[config.mk]
export PLATFORM = sky130hd
export DESIGN_NAME = pair_scan_ctrl
export DESIGN_NICKNAME = d
export VERILOG_FILES = /design/src/rtl/pair_scan_ctrl.sv
export SDC_FILE = /design/constraint.sdc
export NUM_CORES = 1
export LEC_CHECK = 0
export BUFFER_PORTS_ARGS = -buffer_cell sky130_fd_sc_hd__buf_4
export CORE_ASPECT_RATIO = 0.8
export CORE_MARGIN = 4
export CORE_UTILIZATION = 40
export CTS_CLUSTER_SIZE = 25
export DETAILED_ROUTE_END_ITERATION = 10
export PLACE_DENSITY = 0.62
export SLEW_MARGIN = 20
export SYNTH_ARGS = -nofsm -noshare
export SYNTH_HDL_FRONTEND = slang
export SYNTH_SLANG_ARGS = --single-unit
[constraint.sdc]
create_clock -name clk -period 4.56 [get_ports clk]
set_input_delay 0.228 -clock clk [delete_from_list [all_inputs] [get_ports clk]]
set_output_delay 0.228 -clock clk [all_outputs]
set_load 0.05 [all_outputs]
[src/rtl/pair_scan_ctrl.sv]
// Parallel-to-serial scan controller wrapping a Moore "11"-pair detector.
// Each accepted word is shifted MSB-first and its overlapping pairs are counted.
module pair_scan_ctrl #(
  parameter int WIDTH = 8,
  parameter int CNT_W = 3
) (
  input  logic             clk,
  input  logic             rst,
  input  logic             start,
  input  logic [WIDTH-1:0] data_in,
  input  logic             abort,
  input  logic             out_ready,
  output logic             in_ready,
  output logic             busy,
  output logic             ser_bit,
  output logic             det,
  output logic             out_valid,
  output logic [CNT_W-1:0] pair_count
);

  localparam int BCNT_W = $clog2(WIDTH + 1);
  localparam logic [BCNT_W-1:0] LAST_BIT = BCNT_W'(WIDTH - 1);

  typedef enum logic [1:0] {
    S_IDLE  = 2'd0,
    S_SHIFT = 2'd1,
    S_FLUSH = 2'd2,
    S_DONE  = 2'd3
  } state_t;

  typedef enum logic [1:0] {
    D_ZERO = 2'd0,
    D_ONE  = 2'd1,
    D_PAIR = 2'd2
  } det_t;

  state_t             state_q, state_d;
  det_t               det_q, det_d;
  logic [WIDTH-1:0]   shreg_q, shreg_d;
  logic [BCNT_W-1:0]  bit_cnt_q, bit_cnt_d;
  logic [CNT_W-1:0]   cnt_q, cnt_d;
  logic               cur_bit;

  always_ff @(posedge clk or negedge rst) begin
    if (!rst) begin
      state_q   <= S_IDLE;
      det_q     <= D_ZERO;
      shreg_q   <= '0;
      bit_cnt_q <= '0;
      cnt_q     <= '0;
    end else begin
      state_q   <= state_d;
      det_q     <= det_d;
      shreg_q   <= shreg_d;
      bit_cnt_q <= bit_cnt_d;
      cnt_q     <= cnt_d;
    end
  end

  assign cur_bit = shreg_q[WIDTH-1];

  always_comb begin
    state_d   = state_q;
    det_d     = det_q;
    shreg_d   = shreg_q;
    bit_cnt_d = bit_cnt_q;
    cnt_d     = cnt_q;

    if (abort) begin
      state_d   = S_IDLE;
      det_d     = D_ZERO;
      shreg_d   = '0;
      bit_cnt_d = '0;
      cnt_d     = '0;
    end else begin
      case (state_q)
        S_IDLE: begin
          if (start) begin
            state_d   = S_SHIFT;
            shreg_d   = data_in;
            bit_cnt_d = '0;
            det_d     = D_ZERO;   // pairs never span words
            cnt_d     = '0;
          end
        end

        S_SHIFT: begin
          if (!cur_bit) begin
            det_d = D_ZERO;
          end else begin
            case (det_q)
              D_ZERO:  det_d = D_ONE;
              D_ONE:   det_d = D_PAIR;
              D_PAIR:  det_d = D_PAIR;
              default: det_d = D_ZERO;
            endcase
          end
          shreg_d   = {shreg_q[WIDTH-2:0], 1'b0};
          bit_cnt_d = bit_cnt_q + BCNT_W'(1);
          if (det_q == D_PAIR) begin
            cnt_d = cnt_q + CNT_W'(1);
          end
          if (bit_cnt_q == LAST_BIT) begin
            state_d = S_FLUSH;
          end
        end

        // One extra edge so a pair completed by the last bit is counted.
        S_FLUSH: begin
          if (det_q == D_PAIR) begin
            cnt_d = cnt_q + CNT_W'(1);
          end
          state_d = S_DONE;
        end

        S_DONE: begin
          if (out_ready) begin
            state_d = S_IDLE;
          end
        end

        default: begin
          state_d = S_IDLE;
        end
      endcase
    end
  end

  assign in_ready   = (state_q == S_IDLE);
  assign busy       = (state_q == S_SHIFT) || (state_q == S_FLUSH);
  assign out_valid  = (state_q == S_DONE);
  assign ser_bit    = (state_q == S_SHIFT) && cur_bit;
  assign det        = (det_q == D_PAIR);
  assign pair_count = cnt_q;

endmodule

# Word level (Yosys, flattened, before mapping)
# Cells that the tools add are included.
[totals] regBits=19 input_bits=13 out_inout_bits=8 wordCells=48
[op_classes] addsub=2 eq_ne=10 n_mux=20 n_reduce_logical=11
[op_table] op="$mux 8" count=2
[op_table] op="$pmux 8 s2" count=1
[op_table] op="$mux 2" count=7
[op_table] op="$mux 3" count=3
[op_table] op="$ne 3x3->1 const B" count=3
[op_table] op="$mux 4" count=2
[op_table] op="$pmux 2 s2" count=2
[op_table] op="$pmux 2 s4" count=1
[op_table] op="$pmux 4 s2" count=1
[op_table] op="$eq 2x2->1 const B" count=3
[op_table] op="$pmux 3 s2" count=1
[op_table] op="$reduce_and 3->1" count=2
[op_table] op="$reduce_bool 3->1" count=2
[op_table] op="$add 4x1->4 const B" count=1
[op_table] op="$eq 2x1->1 const B" count=2
[op_table] op="$eq 4x3->1 const B" count=1
[op_table] op="$logic_not 2->1" count=2
[op_table] op="$reduce_or 2->1" count=2
[op_table] op="$add 3x1->3 const B" count=1
[op_table] op="$ne 3x1->1 const B" count=1
[op_table] op="$reduce_and 2->1" count=1
[op_table] op="$logic_and 1x1->1" count=1
[op_table] op="$logic_or 1x1->1" count=1

# Longest topological paths before layout
[logic_depth] ltp_word=6 ltp_mapped=7 mapped_depth_nobuf=5

# Worst setup path after synthesis
# OpenSTA, ideal clock, no wires.
[synth_path] path_kind="register to register" startpoint="register state_q[0]" endpoint="register det_q[0]" setup_time_ns=0.067 arrival_time_ns=2.018 required_time_ns=4.493 slack_ns=2.475 path_stages_with_launch=7 n_path_buf=1 period_less_slack_ns=2.085 cell_sequence="dfrtp_1 -> inv_1 -> ha_1 -> mux2i_2 -> and2_1 -> buf_4 -> a32o_1"
[synth_via] elab_chain_cells=3 word_cells_on_any_way=7 classes_between="eq/ne (2); mux (2); reduce/logical (3)"
[synth_rtl] item="start: declaration" line_no="37" rtl="state_t state_q, state_d;"
[synth_rtl] item="start signal: assignment" line_no="52" rtl="state_q <= state_d;"
[synth_rtl] item="$logic_not 2->1 *"
[synth_rtl] item="via in_ready" line_no="13" rtl="output logic in_ready,"
[synth_rtl] item="$pmux 2 s2 (tied with other cells)" line_no="76" rtl="case (state_q)"
[synth_rtl] item="$mux 2 / $reduce_and 2->1 (equally long branches)"
[synth_rtl] item="end signal: assignment" line_no="53" rtl="det_q <= det_d;"
[synth_rtl] item="end: declaration" line_no="38" rtl="det_t det_q, det_d;"
# Mark *: on every way through the listed nets, which the timed path passes. The rest lies on a longest branch.
# A chain may end at the register's enable or synchronous reset.

# Final worst setup path
[layout_path] startpoint="register state_q[0]" endpoint="register bit_cnt_q[0]"
[layout_via] elab_chain_cells=3 word_cells_on_any_way=7 classes_between="eq/ne (2); mux (2); reduce/logical (3)"
[layout_rtl] item="$eq 2x1->1 / $logic_not 2->1 (equally long branches)" line_no="76"
[layout_rtl] item="$pmux 4 s2 (tied with other cells)" line_no="76"
[layout_rtl] item="$mux 4 / $reduce_and 2->1 (equally long branches)"
[layout_rtl] item="end signal: assignment" line_no="55" rtl="bit_cnt_q <= bit_cnt_d;"
[layout_rtl] item="end: declaration" line_no="40" rtl="logic [BCNT_W-1:0] bit_cnt_q, bit_cnt_d;"
# Several ways; a longest one is shown, not always the timed one.

==> metrics.yaml <==
outcome: "completed"
crit_required_ns: 4.81
crit_arrival_ns: 2.46
final_nets: 146
synth_area_um2: 1100
synthFlopType: "dfrtp_1"
track_usage: 0.147
clockBufferDepth: 2
ir_drop_mv: 0.153
syn_nets: 124
hold_violations: 0
wl_mm: 2.21
p_seq_frac: 0.349
num_vias: 813
rows: 16
async_flop_share: 1.00
cts_tree: "built"
power.leakage_uw: 0.000677
cap_violations: 0
synth-seq-cells: 19
p_int_uw: 362
p_sw_uw: 280
ant_nets: 0
numCtsBuffers: 3
antenna_found_initial: 0
cts_sinks: 19
fp.dieW_um: 66.6
min_path_type: "input port to flop"
tightest_slew_ns: 0.538
portBuffers: 20
crit_fanout: 12
setup_violations: 0
cts-root-buf: "clkbuf_4"
design.core.area_um2: 2540
dp.final_hpwl_mm: 1.62
endpoint_kind: "flop"
synthCells: 102
start_util: 0.432
dr_wl_met2_um: 982
htreeDepth: 1
rsz0062_at_grt: "no"
clk_pin_slew_ns: 0.11
grt_max_degree: 20
syn_to_final_growth_pct: 19.4
grt_pass1_wl_mm: 3.93
postCtsSetupBuffers: 0
slew_headroom: 0.634
drt-met1-wl_mm: 1.13
synth_edf_count: 0
cp-start-kind: "flop"
routed.top_layer: "met4"
grt-ovfl-total: 0
finalSetupTns_ns: 0
fin_skew_ns: 0.00189
pwr-share-clk: 0.135
fin_hold_ws_ns: 0.185
fmax_mhz: 451
avgSynthCellArea_um2: 10.8
power_switching_share: 0.436
avgViaCountPerCell: 5.11
die_y_um: 54.9
place_congestion: 0.777
drive_gt1_frac: 0.236
yosys_warnings: 0
antenna_cells: 0
dr.pass1.iters: 4
path_class: "flop to flop"
cts_resized: 0
route.met3.wl_um: 76
clk_latency_ns: 0.30
yosysSeqAreaShare: 0.433
grt_pass1_vias: 861
power_density_nw_per_um2: 490
finalCriticalPeriod_ns: 2.22
power_frac_comb: 0.516
dr.first_iter.drc_count: 78
dieArea_um2: 3650
yosysUniqueCellTypes: 33
drc: 0
io_pins: 21
period_share: 0.486
wl_per_cell_um: 13.9
drv_slew: 0
## worst paths after layout
path,start,to,slack (ns),cells past startpoint
min in group asynchronous,rst,shreg_q[5],0.32,2
setup / recovery,state_q[0],bit_cnt_q[0],2.34,5
hold reg to reg,shreg_q[5],shreg_q[5],0.49,1
max in group asynchronous,rst,det_q[0],4.03,2
hold / removal,data_in[0],shreg_q[0],0.19,3
setup reg to reg,state_q[0],bit_cnt_q[0],2.34,5
## metrics by stage
step,power (uW),area (um^2),std cells,setup slack [ns],utilization
after global placement,554,1270,154,2.48,0.501
after CTS,650,1310,159,2.35,0.516
after global routing,691,1310,159,2.20,0.516
final,642,1310,159,2.34,0.516
after floorplan,481,1100,102,2.47,-
after detailed placement,559,1270,154,2.37,0.501
## cells in the final DEF (no fill, tap or decap), types with 3 or more instances in the layout
cell and count:
mux2_2 3, buf_4 20, ha_1 9, nand2_1 3
nor2b_1 3, a21o_1 8, inv_1 7, mux2i_1 8
nand2b_1 3, and2_1 3, clkbuf_4 3, dfrtp_1 19
nor3_1 8
## area by class of cell
type	count	area, um^2
Clock buffer	3	22.5
Fill cell	242	1230
Clock inverter	1	5.00
Inverter	8	30.0
Timing Repair Buffer	21	160
Multi-Input combinational cell	71	573
Tap cell	36	45.0
Sequential cell	19	475
## per-layer routing
| metal | up-vias | GRT usage |
|---|---|---|
| met1 | 387 | 0.189 |
| met4 | 0 | 0.0507 |
| met5 | - | 0 |
| met3 | 2 | 0.0452 |
| met2 | 9 | 0.235 |
| li1 | 415 | - |
## critical path, stage by stage (launching register included)
cell and delay, ns:
dfrtp_1 0.44, inv_1 0.11, ha_1 0.34, mux2i_2 0.55
and2_1 0.48, mux2_2 0.24
## power by group through the flow
stage               clock [uW]  sequential (uW)  combinational (uW)
floorplan                    0              221                 260
CTS                       91.3              224                 334
finish                    86.9              224                 331
global placement             0              226                 329
global route              99.5              228                 364
detailed placement           0              227                 332
## synth_stat cells (2+ instances only)
master	n	area share
ha_1	9	0.10
dfrtp_1	19	0.43
inv_1	7	0.024
a21oi_1	2	0.0091
and4_1	2	0.016
clkbuf_1	2	0.0068
nand3b_1	2	0.014
and2_1	3	0.017
a21o_1	8	0.055
nand2b_1	3	0.017
nand3_1	2	0.0091
nor2b_1	3	0.017
nor3_1	8	0.036
a32o_1	2	0.018
nand2_1	3	0.010
mux2_2	3	0.031
mux2i_1	8	0.073
## sequential cells by signal, indices dropped and copies added, names as in the netlist
name / flops
state_q: 2
bit_cnt_q: 4
pair_count: 3
shreg_q: 8
det_q: 2
## timing repair
action / 4_1_cts / 5_1_grt
hold buffers: 1 / 0
endpoints found under the hold margin: 19 / 0
setup endpoints to repair: 0 / 0
## cells by family after synthesis
group | share of synthesized area
AND/OR/NAND/NOR | 0.146
adder cells (fa/ha/maj) | 0.103
flip-flops | 0.433
multiplexers | 0.116
buffers and inverters | 0.0456
AO/OA/AOI/OAI | 0.157
Power figures use the tool's default switching activity.
